<file path="config.mk">
export PLATFORM = sky130hd
export DESIGN_NAME = nan_word_deser
export DESIGN_NICKNAME = d
export VERILOG_FILES = /design/src/rtl/nan_word_deser.sv
export SDC_FILE = /design/constraint.sdc
export NUM_CORES = 1
export LEC_CHECK = 0
export BUFFER_PORTS_ARGS = -buffer_cell sky130_fd_sc_hd__buf_2
export CAP_MARGIN = 20
export CORE_MARGIN = 4
export CORE_UTILIZATION = 40
export CTS_CLUSTER_SIZE = 28
export DETAILED_ROUTE_END_ITERATION = 12
export HOLD_SLACK_MARGIN = 0.15
export MAX_ROUTING_LAYER = met4
export PLACE_DENSITY = 0.6
export SYNTH_ARGS = -nofsm -noshare
export SYNTH_HDL_FRONTEND = slang
export SYNTH_SLANG_ARGS = --single-unit
</file>
<file path="constraint.sdc">
create_clock -name inclock -period 1.45 [get_ports inclock]
set_input_delay 0.0725 -clock inclock [delete_from_list [all_inputs] [get_ports inclock]]
set_output_delay 0.0725 -clock inclock [all_outputs]
set_load 0.1 [all_outputs]
</file>
<file path="src/rtl/nan_word_deser.sv">
`default_nettype none
// ============================================================================
//  Module   : nan_word_deser
//  Purpose  : Manchester word deserializer fed by a DDR input stage.
//             Each cycle two half-bit samples arrive (din_h, then din_l).
//             The block hunts for the half-bit phase (A = (h,l) or
//             B = (pl,h)), locks after LOCK_CNT consecutive valid bits and
//             then frames start(1) / WORD_W data bits MSB first / stop(0).
//  Ports    : inclock    - sole clock
//             aclr       - synchronous active-high reset
//             din_h      - rising-edge half-bit sample
//             din_l      - falling-edge half-bit sample (same cycle)
//             word       - last good data word
//             word_valid - one-cycle strobe, word updated
//             frame_err  - one-cycle strobe, frame aborted
//             code_err   - one-cycle strobe, Manchester violation in lock
//             locked     - level, alignment acquired
//  Revision : 1.0 - initial release
// ============================================================================
module nan_word_deser #(
    parameter int WORD_W     = 12,
    parameter int LOCK_CNT   = 8,
    parameter int ERR_LIMIT  = 4,
    parameter int ERR_WINDOW = 16
) (
    input  logic              inclock,
    input  logic              aclr,
    input  logic              din_h,
    input  logic              din_l,
    output logic [WORD_W-1:0] word,
    output logic              word_valid,
    output logic              frame_err,
    output logic              code_err,
    output logic              locked
);

    localparam int c_LCW = $clog2(LOCK_CNT + 1);
    localparam int c_EW  = $clog2(ERR_LIMIT + 1);
    localparam int c_WW  = $clog2(ERR_WINDOW + 1);
    localparam int c_BW  = $clog2(WORD_W + 1);

    localparam logic [c_LCW-1:0] c_LOCK_MAX = c_LCW'(LOCK_CNT);
    localparam logic [c_EW-1:0]  c_ERR_MAX  = c_EW'(ERR_LIMIT);
    localparam logic [c_WW-1:0]  c_WIN_LAST = c_WW'(ERR_WINDOW - 1);
    localparam logic [c_BW-1:0]  c_BIT_LAST = c_BW'(WORD_W - 1);

    typedef enum logic {
        ST_HUNT = 1'b0,
        ST_LOCK = 1'b1
    } align_t;

    typedef enum logic [1:0] {
        FR_IDLE = 2'd0,
        FR_DATA = 2'd1,
        FR_STOP = 2'd2
    } frame_t;

    // Registered line samples and previous-cycle falling-edge sample
    logic r_h, r_l, r_pl;

    align_t             r_align, w_align_n;
    logic               r_sel_b, w_sel_b_n;
    logic [c_LCW-1:0]   r_cnt_a, w_cnt_a_n;
    logic [c_LCW-1:0]   r_cnt_b, w_cnt_b_n;
    logic [c_EW-1:0]    r_err_cnt, w_err_n, w_err_inc;
    logic [c_WW-1:0]    r_win_cnt, w_win_n;
    logic               w_lock_drop;

    frame_t             r_frame, w_frame_n;
    logic [c_BW-1:0]    r_bit_cnt, w_bit_cnt_n;
    logic [WORD_W-1:0]  r_shift, w_shift_n;
    logic [WORD_W-1:0]  w_word_n;
    logic               w_wv_n, w_fe_n, w_ce_n;

    logic w_a_valid, w_b_valid, w_sel_valid, w_bit;

    assign w_a_valid   = r_h ^ r_l;
    assign w_b_valid   = r_pl ^ r_h;
    assign w_sel_valid = r_sel_b ? w_b_valid : w_a_valid;
    // Decoded bit is the first half of the selected pair (1 = high-then-low)
    assign w_bit       = r_sel_b ? r_pl : r_h;
    assign locked      = (r_align == ST_LOCK);

    // Alignment FSM: next state and counters
    always_comb begin
        w_align_n   = r_align;
        w_sel_b_n   = r_sel_b;
        w_cnt_a_n   = r_cnt_a;
        w_cnt_b_n   = r_cnt_b;
        w_err_n     = r_err_cnt;
        w_win_n     = r_win_cnt;
        w_lock_drop = 1'b0;
        w_err_inc   = r_err_cnt + 1'b1;
        case (r_align)
            ST_HUNT: begin
                w_cnt_a_n = w_a_valid ? r_cnt_a + 1'b1 : '0;
                w_cnt_b_n = w_b_valid ? r_cnt_b + 1'b1 : '0;
                w_err_n   = '0;
                w_win_n   = '0;
                // A is tested first so a simultaneous finish selects A
                if (w_cnt_a_n == c_LOCK_MAX) begin
                    w_align_n = ST_LOCK;
                    w_sel_b_n = 1'b0;
                    w_cnt_a_n = '0;
                    w_cnt_b_n = '0;
                end else if (w_cnt_b_n == c_LOCK_MAX) begin
                    w_align_n = ST_LOCK;
                    w_sel_b_n = 1'b1;
                    w_cnt_a_n = '0;
                    w_cnt_b_n = '0;
                end
            end
            ST_LOCK: begin
                w_cnt_a_n = '0;
                w_cnt_b_n = '0;
                if (!w_sel_valid && (w_err_inc == c_ERR_MAX)) begin
                    w_lock_drop = 1'b1;
                    w_align_n   = ST_HUNT;
                    w_err_n     = '0;
                    w_win_n     = '0;
                end else if (r_win_cnt == c_WIN_LAST) begin
                    // Window closes: the error budget starts over
                    w_err_n = '0;
                    w_win_n = '0;
                end else begin
                    w_win_n = r_win_cnt + 1'b1;
                    w_err_n = w_sel_valid ? r_err_cnt : w_err_inc;
                end
            end
            default: w_align_n = ST_HUNT;
        endcase
    end

    // Frame FSM: runs only on decoded bits while locked
    always_comb begin
        w_frame_n   = r_frame;
        w_bit_cnt_n = r_bit_cnt;
        w_shift_n   = r_shift;
        w_word_n    = word;
        w_wv_n      = 1'b0;
        w_fe_n      = 1'b0;
        w_ce_n      = 1'b0;
        if (r_align == ST_LOCK) begin
            w_ce_n = !w_sel_valid;
            case (r_frame)
                FR_IDLE: begin
                    if (w_sel_valid && w_bit) begin
                        w_frame_n   = FR_DATA;
                        w_bit_cnt_n = '0;
                    end
                end
                FR_DATA: begin
                    if (!w_sel_valid) begin
                        w_fe_n    = 1'b1;
                        w_frame_n = FR_IDLE;
                    end else begin
                        w_shift_n = {r_shift[WORD_W-2:0], w_bit};
                        if (r_bit_cnt == c_BIT_LAST) begin
                            w_frame_n = FR_STOP;
                        end else begin
                            w_bit_cnt_n = r_bit_cnt + 1'b1;
                        end
                    end
                end
                FR_STOP: begin
                    w_frame_n = FR_IDLE;
                    if (w_sel_valid && !w_bit) begin
                        w_word_n = r_shift;
                        w_wv_n   = 1'b1;
                    end else begin
                        w_fe_n = 1'b1;
                    end
                end
                default: w_frame_n = FR_IDLE;
            endcase
            // Losing lock always wins over a completing frame
            if (w_lock_drop) begin
                w_frame_n = FR_IDLE;
                if (r_frame != FR_IDLE) begin
                    w_wv_n   = 1'b0;
                    w_word_n = word;
                    w_fe_n   = 1'b1;
                end
            end
        end else begin
            w_frame_n = FR_IDLE;
        end
    end

    always_ff @(posedge inclock) begin
        if (aclr) begin
            r_h        <= 1'b0;
            r_l        <= 1'b0;
            r_pl       <= 1'b0;
            r_align    <= ST_HUNT;
            r_sel_b    <= 1'b0;
            r_cnt_a    <= '0;
            r_cnt_b    <= '0;
            r_err_cnt  <= '0;
            r_win_cnt  <= '0;
            r_frame    <= FR_IDLE;
            r_bit_cnt  <= '0;
            r_shift    <= '0;
            word       <= '0;
            word_valid <= 1'b0;
            frame_err  <= 1'b0;
            code_err   <= 1'b0;
        end else begin
            r_h        <= din_h;
            r_l        <= din_l;
            r_pl       <= r_l;
            r_align    <= w_align_n;
            r_sel_b    <= w_sel_b_n;
            r_cnt_a    <= w_cnt_a_n;
            r_cnt_b    <= w_cnt_b_n;
            r_err_cnt  <= w_err_n;
            r_win_cnt  <= w_win_n;
            r_frame    <= w_frame_n;
            r_bit_cnt  <= w_bit_cnt_n;
            r_shift    <= w_shift_n;
            word       <= w_word_n;
            word_valid <= w_wv_n;
            frame_err  <= w_fe_n;
            code_err   <= w_ce_n;
        end
    end

endmodule
`default_nettype wire

</file>
# Yosys cells after proc, flatten, opt, wreduce, memory -nomap -nowiden
# Cells that the tools add are included.
[word_totals]
elab_cells = 99
out_inout_bits = 16
reg_bits = 54
inputBits = 4
[classes]
add_sub_neg = 5
eq_ne = 13
n_mux = 46
n_reduce_logical = 16
bitwise = 3
[op_table]
columns = ["op", "count"]
rows = [
  ["$mux W12", 4],
  ["$mux W4", 9],
  ["$pmux W4 S2", 3],
  ["$mux W1", 17],
  ["$add A4 B1 Y4 const B", 3],
  ["$eq A4 B4 Y1 const B", 3],
  ["$mux W5", 2],
  ["$pmux W5 S2", 1],
  ["$mux W3", 3],
  ["$ne A2 B2 Y1 const B", 4],
  ["$mux W2", 3],
  ["$pmux W3 S2", 1],
  ["$reduce_and A2 Y1", 3],
  ["$reduce_bool A2 Y1", 3],
  ["$add A5 B1 Y5 const B", 1],
  ["$eq A5 B4 Y1 const B", 1],
  ["$reduce_and A5 Y1", 1],
  ["$ne A4 B2 Y1 const B", 1],
  ["$pmux W1 S2", 2],
  ["$pmux W2 S2", 1],
  ["$add A3 B1 Y3 const B", 1],
  ["$eq A3 B3 Y1 const B", 1],
  ["$logic_and A1 B1 Y1", 3],
  ["$ne A3 B3 Y1 const B", 1],
  ["9 further kinds", 11],
]

# Longest topological paths before layout
# Gate-level depths: netlist (run 1).
[logic_depth]
word_depth = 8
ltp_mapped = 7
mapped_depth_nobuf = 6

# Least setup slack after synthesis (run 1)
# No wires, ideal clock.
[synth_path]
kind = "flip-flop to flip-flop"
startpoint = "register r_align (netlist: locked)"
endpoint = "register r_bit_cnt[3]"
stages_incl_launch_ff = 6
arrival_ns = 2.042
t_required_ns = 1.349
setup_slack_ns = -0.693
setup_time_ns = 0.101
synth_period_minus_slack_ns = 2.143
n_path_buf = 1
path_cell_list = "dfxtp_1 -> buf_2 -> o21ai_0 -> a211oi_2 -> nand3_1 -> o41ai_1"
[synth_between]
elab_chain_len = 1
[synth_lines]
columns = ["item", "line_no", "source"]
rows = [
  ["start: declaration", "61", "align_t r_align, w_align_n;"],
  ["start signal: assignment", "212", "r_align <= w_align_n;"],
  ["$reduce_and A5 Y1 (no line)", "n/a", ""],
  ["end signal: assignment", "219", "r_bit_cnt <= w_bit_cnt_n;"],
  ["end: declaration", "70", "logic [c_BW-1:0] r_bit_cnt, w_bit_cnt_n;"],
]
# Every way passes these cells.
# A chain may end at the register's enable or synchronous reset.

# Worst setup path after layout (run 1)
[layout_path]
startpoint = "register r_frame[0]"
endpoint = "register r_bit_cnt[3]"
[layout_between]
elab_chain_len = 3
word_cells_on_any_way = 8
cone_classes = "eq/ne (4); mux (1); reduce/logical (3)"
[layout_lines]
columns = ["item", "line_no", "source"]
rows = [
  ["start: declaration", "69", "frame_t r_frame, w_frame_n;"],
  ["start signal: assignment", "218", "r_frame <= w_frame_n;"],
  ["$eq A2 B1 Y1 / $logic_not A2 Y1 (equally long branches)", "145", "case (r_frame)"],
  ["$ne A2 B2 Y1 (no line) / $reduce_bool A2 Y1 (equally long branches)", "n/a", ""],
  ["$reduce_and A5 Y1 (no line)", "n/a", ""],
]
# Several ways; a longest one is shown, not always the timed one.

==> impl_metrics.ini, run 1 <==
[run_status]
status = finished with violations
violations = negative setup slack

[power]
p_comb_frac = 0.080
power_switching_uw = 587
irDropWorstVdd_uv = 430
p_sw_frac = 0.219
p_per_area_mw_per_mm2 = 816
fin_total_pwr_uw = 2680
leakagePower_uw = 0.00126
internal-power_uw = 2090
clockPowerShare = 0.360
seqPwrFrac = 0.560

[yosys]
synth_area_leader_cell = dfxtp_1
synth_edf_count = 0
synth_xor_xnor_area_share = 0.0440
ys_seq_elements = 54
netlist_top_cells_area = dfxtp_1 (45%), mux2i_1 (9.5%), nand2b_1 (6.5%)
synthMuxAreaShare = 0.110
synthFlopType = dfxtp_1
syn-instance-count = 233
synthArstFlopShare = 0
synthesis.area_mm2 = 0.00242
synth_cell_types = 47
avgSynthCellArea_um2 = 10.4
yosysSeqAreaShare = 0.447
synth_compound_area_frac = 0.100
yosys_warnings = 0
synth_top_family_by_area = simple AND/OR/NAND/NOR gates
synthAdderAreaFrac = 0.0569
yosys.area.top_type_share = 0.447
synth-simple-area-share = 0.199
synth_nets = 248

[die]
io_pins = 20
die-area_mm2 = 0.00735
rows = 28
start_util = 0.411
die_h_um = 85.7
fp.dieW_um = 85.7
core_area_mm2 = 0.00589

[routing]
viasPerCell = 4.92
wire_per_inst_um = 12.1
routed_wl_um = 4480
drc = 0
firstDrtPassIters = 4
drtIter0Drc = 70
vias = 1825
drtAntennaViolNets = 0

[placement]
finalWeightedCongestion = 0.721
io_buffer_count = 19
post-place-cells = 352
hpwl_um = 3030

[timing]
fin_skew_ps = 4.07
hold_ws_ps = 459
slew_viol_final = 0
worstMarginPinSlew_ps = 507
hold_viol_final = 0
slew_headroom = 0.665
finalSetupViolations = 22
max_clock_freq_mhz = 652
setup_slack_ps = -84.4
fin_crit_sh = 1.06
grt_setup_unrepaired = true
finalSetupTns_ps = -870
period_needed_ps = 1530

[layout]
final_common_cell = dfxtp_1
num_antenna_cells = 0
layout.nets = 311
final_core_util = 0.557
drive_gt1_frac = 0.416
area_growth_pct = 35.7
fill_cells = 534
final_cells = 371
multi_input_area_mm2 = 0.00144
final_cell_mix = dfxtp_1 (43), buf_4 (38), nand2b_1 (25), mux2i_1 (23), buf_2 (19)
regArea_mm2 = 0.00110

[clock_tree]
root_buffer = clkbuf_8
cts.clk_slew.worst_paths_ps = 90
cts_tree = built
clkLatencyLatePin_ps = 300
htreeDepth = 2
cts.sinks = 54
cts-buffers-inserted = 5
clock_path_buffers = 2

[worst_setup_path]
cp-startpoint = r_frame[0]$_SDFFE_PP0P_
reg2reg_from = r_frame[0]$_SDFFE_PP0P_
reg2reg_to = r_bit_cnt[3]$_SDFFE_PP0P_
path_class = flip-flop to flip-flop
worst-r2r-setup-slack_ps = -80
crit_path_end = r_bit_cnt[3]$_SDFFE_PP0P_
arrival_ps = 1730
critPathMaxFanout = 4
reg2reg_depth = 7
critPathCaptureType = flip-flop
start_kind = flip-flop
critPathRequiredTime_ps = 1650

[global_routing]
antenna_found_initial = 0
grt_pass1_vias = 1777
grt_max_degree = 27
track_usage = 0.133
grt_pass1_wl_um = 7870
globalRouteOverflowTotal = 0

[worst_hold_path]
hold_path.class = flip-flop to flip-flop

[run]
drv_cap = 0
[sequential cells by signal (all words and copies together) (netlist names), 2 cells and up]
signal and cells:
r_frame 2, word 12, r_bit_cnt 4, r_err_cnt 3, r_cnt_a 4, r_win_cnt 5, r_shift 12, r_cnt_b 4
[power by group through the flow]
stage	sequential [uW]	clock, uW	combinational [uW]
after floorplan	1530	0	97.7
after global placement	1530	0	167
after detailed placement	1530	0	170
after CTS	1500	998	192
after global routing	1500	1050	230
final	1500	963	213
[timing repair]
item,4_1_cts,5_1_grt
hold buffers,5,0
buffers inserted,6,1
endpoints found under the hold margin,4,0
pin swaps,20,12
gates resized for setup,21,33
cloned,0,0
setup endpoints to repair,45,49
[layer usage]
metal  share of wire  track usage  vias to the layer above
met5               0            -                        -
met4           0.015       0.0460                        0
met3           0.033       0.0298                        6
met2            0.44        0.205                       23
met1            0.51        0.174                      856
li1                -            -                      940
[through the flow]
stage | worst slack, ps | cell area (um2)
final | -84.4 | 3280
after global routing | -157 | 3280
after CTS | -66.2 | 3120
after detailed placement | -92.7 | 2840
after global placement | -50.8 | 2840
after floorplan | -128 | 2450
[cells by family (layout without fill, tap and decap cells)]
kind of cell,Yosys count,in the layout
AOI/OAI and AO/OA,34,34
xor gates and xnor gates,10,10
adders and majority gates,11,11
buffers and inverters,20,83
DFF,54,54
muxes,25,25
and+or+nand+nor,79,79
[area by class of cell]
type | count | share of cell area
clock buffer | 7 | 0.0328
inverter | 8 | 0.00992
multi-input combinational | 159 | 0.439
sequential | 54 | 0.335
tap | 75 | 0.0286
timing repair buffer | 68 | 0.155
[critical path, stage by stage, from the launching register on]
cell and delay [ps]:
dfxtp_2 350, inv_1 80, ha_2 230, o21ai_2 90
a211oi_2 290, buf_4 160, a311o_1 160, o41ai_2 70
[worst min-delay path by stage]
stage                                    from                        end  depth (start not counted)
detailed placement                      din_l             r_l$_SDFF_PP0_                          2
CTS                 r_err_cnt[1]$_SDFFE_PP0P_  r_err_cnt[1]$_SDFFE_PP0P_                          2
finish              r_err_cnt[2]$_SDFFE_PP0P_  r_err_cnt[2]$_SDFFE_PP0P_                          2
global placement                        din_h             r_h$_SDFF_PP0_                          2
global route        r_err_cnt[2]$_SDFFE_PP0P_  r_err_cnt[2]$_SDFFE_PP0P_                          2
floorplan                               din_h             r_h$_SDFF_PP0_                          1
[Yosys cell counts (2+ instances only)]
| master | number |
|---|---|
| dfxtp_1 | 54 |
| nand2b_1 | 25 |
| mux2i_1 | 23 |
| ha_1 | 11 |
| nor2_1 | 9 |
| a21oi_1 | 8 |
| inv_1 | 8 |
| nor3_1 | 8 |
| nand3_1 | 6 |
| nor2b_1 | 6 |
| o21ai_0 | 6 |
| xnor2_1 | 6 |
| clkbuf_1 | 5 |
| nand2_1 | 5 |
| nor3b_1 | 5 |
| buf_2 | 4 |
| a31oi_1 | 3 |
| buf_6 | 3 |
| xor2_1 | 3 |
| a211oi_2 | 2 |
| a21o_1 | 2 |
| nand3b_1 | 2 |
| nand4_1 | 2 |
| nand4bb_1 | 2 |
| o21a_1 | 2 |
| or3_1 | 2 |
(Power assumes the default switching activity.)
==> run 2: changes to the inputs <==
TNS_END_PERCENT = 30   (was not set)
==> impl_metrics.ini, run 2 (synthesis results as in run 1) <==
[timing]
fin_skew_ps = 7.42
setup_slack_ps = -55.0
finalSetupViolations = 22
worstMarginPinSlew_ps = 502
max_clock_freq_mhz = 664
grt_setup_unrepaired = true
fin_crit_sh = 1.04
hold_viol_final = 0
slew_headroom = 0.668
period_needed_ps = 1500
hold_ws_ps = 153
finalSetupTns_ps = -861
slew_viol_final = 0

[clock_tree]
htreeDepth = 2
cts.sinks = 54
cts-buffers-inserted = 5
root_buffer = clkbuf_8
cts_tree = built
clock_path_buffers = 2
cts.clk_slew.worst_paths_ps = 100
clkLatencyLatePin_ps = 310

[routing]
routed_wl_um = 4400
vias = 1813
viasPerCell = 4.95
wl_met2_um = 2060
dr_wl_met3_um = 120
drtAntennaViolNets = 0
top_layer = met4
drtIter0Drc = 45
wire_per_inst_um = 12.0
met1Wirelength_um = 2190
drc = 0
firstDrtPassIters = 4

[die]
rows = 28
start_util = 0.411
fp.dieW_um = 85.7
io_pins = 20
core_area_mm2 = 0.00589
die-area_mm2 = 0.00735
die_h_um = 85.7

[worst_setup_path]
critical_path_buf_inv_count = 0
critPathRequiredTime_ps = 1690
cp_cell_sequence = mux2i_4 > xnor2_4 > and3_4 > mux2i_1
arrival_ps = 1750
critPathMaxFanout = 12
critPathCaptureType = flip-flop
cp_slowest_cell = dfxtp_4
path_delay_family = multiplexers
critPathMaxStageDelay_ps = 400
path_class = flip-flop to flip-flop
start_kind = flip-flop

[run_status]
violations = negative setup slack
status = finished with violations

[layout]
final_cells = 366
regArea_mm2 = 0.00110
final_area_mm2 = 0.00315
final_cell_mix = dfxtp_1 (45), buf_4 (39), nand2b_1 (25), mux2i_1 (23), buf_2 (19)
layout.nets = 305
area_growth_pct = 30.1
num_antenna_cells = 0
multi_input_area_mm2 = 0.00137
drive_gt1_frac = 0.375
reg_top3 = r_shift x12, word x12, r_win_cnt x5
final_common_cell = dfxtp_1
fill_cells = 533

[placement]
io_buffer_count = 19
pre_cts_ws_ps = -141
post-place-cells = 352
placed_cell_area_mm2 = 0.00283
hpwl_um = 3040
finalWeightedCongestion = 0.785

[global_routing]
antenna_found_initial = 0
track_usage = 0.126
grt_max_degree = 20
grt_pass1_vias = 1730
grt_pass1_wl_um = 7410
globalRouteOverflowTotal = 0

[run]
drv_cap = 0

[worst_hold_path]
hold_path.class = primary input to flip-flop

[power]
p_per_area_mw_per_mm2 = 843
leakagePower_uw = 0.00121
irDropWorstVdd_uv = 452
## run 2: cell type report
cell class / count / area share
Clock buffer: 6 / 0.0298
Sequential cell: 54 / 0.349
Tap cell: 75 / 0.0298
Clock inverter: 2 / 0.00597
Timing Repair Buffer: 62 / 0.140
Inverter: 8 / 0.0103
Multi-Input combinational cell: 159 / 0.436
## run 2: worst min-delay path, delay by kind of cell
kind,cells,cell delay [ps]
buffers and inverters,2,290
AND/OR/NAND/NOR,1,60
## run 2: what timing repair did
item	in CTS	in global routing
hold endpoints to repair	2	0
gates resized for setup	15	21
setup endpoints to repair	40	50
setup buffers	2	2
hold buffers	2	0
cloned	0	0
pin swaps	16	15
## run 2: worst paths after layout
check / startpoint / endpoint / slack (ps) / depth (start not counted)
setup / recovery: r_sel_b$_SDFFE_PP0P_ / r_shift[3]$_SDFFE_PP0P_ / -50 / 4
hold / removal: aclr / word_valid$_SDFF_PP0_ / 150 / 3
setup reg to reg: r_sel_b$_SDFFE_PP0P_ / r_shift[3]$_SDFFE_PP0P_ / -50 / 4
hold reg to reg: r_err_cnt[1]$_SDFFE_PP0P_ / r_err_cnt[1]$_SDFFE_PP0P_ / 460 / 2
## run 2: power by group
part	internal [uW]	switching, uW	leakage, uW
sequential	1490	10.8	0.000441
clock	457	518	0.0000545
combinational	94.4	83.7	0.000711
## run 2: per-stage QoR
stage           util  power, uW
2_1_floorplan      -       1630
3_3_place_gp   0.481       1700
3_5_place_dp   0.481       1700
4_1_cts        0.514       2670
5_1_grt        0.534       2770
6_report       0.534       2650
## run 2: metal layers
layer / GRT usage / up-vias
met1: 0.158 / 858
met2: 0.201 / 18
met5: - / -
met4: 0.0432 / 0
li1: - / 935
met3: 0.0269 / 2
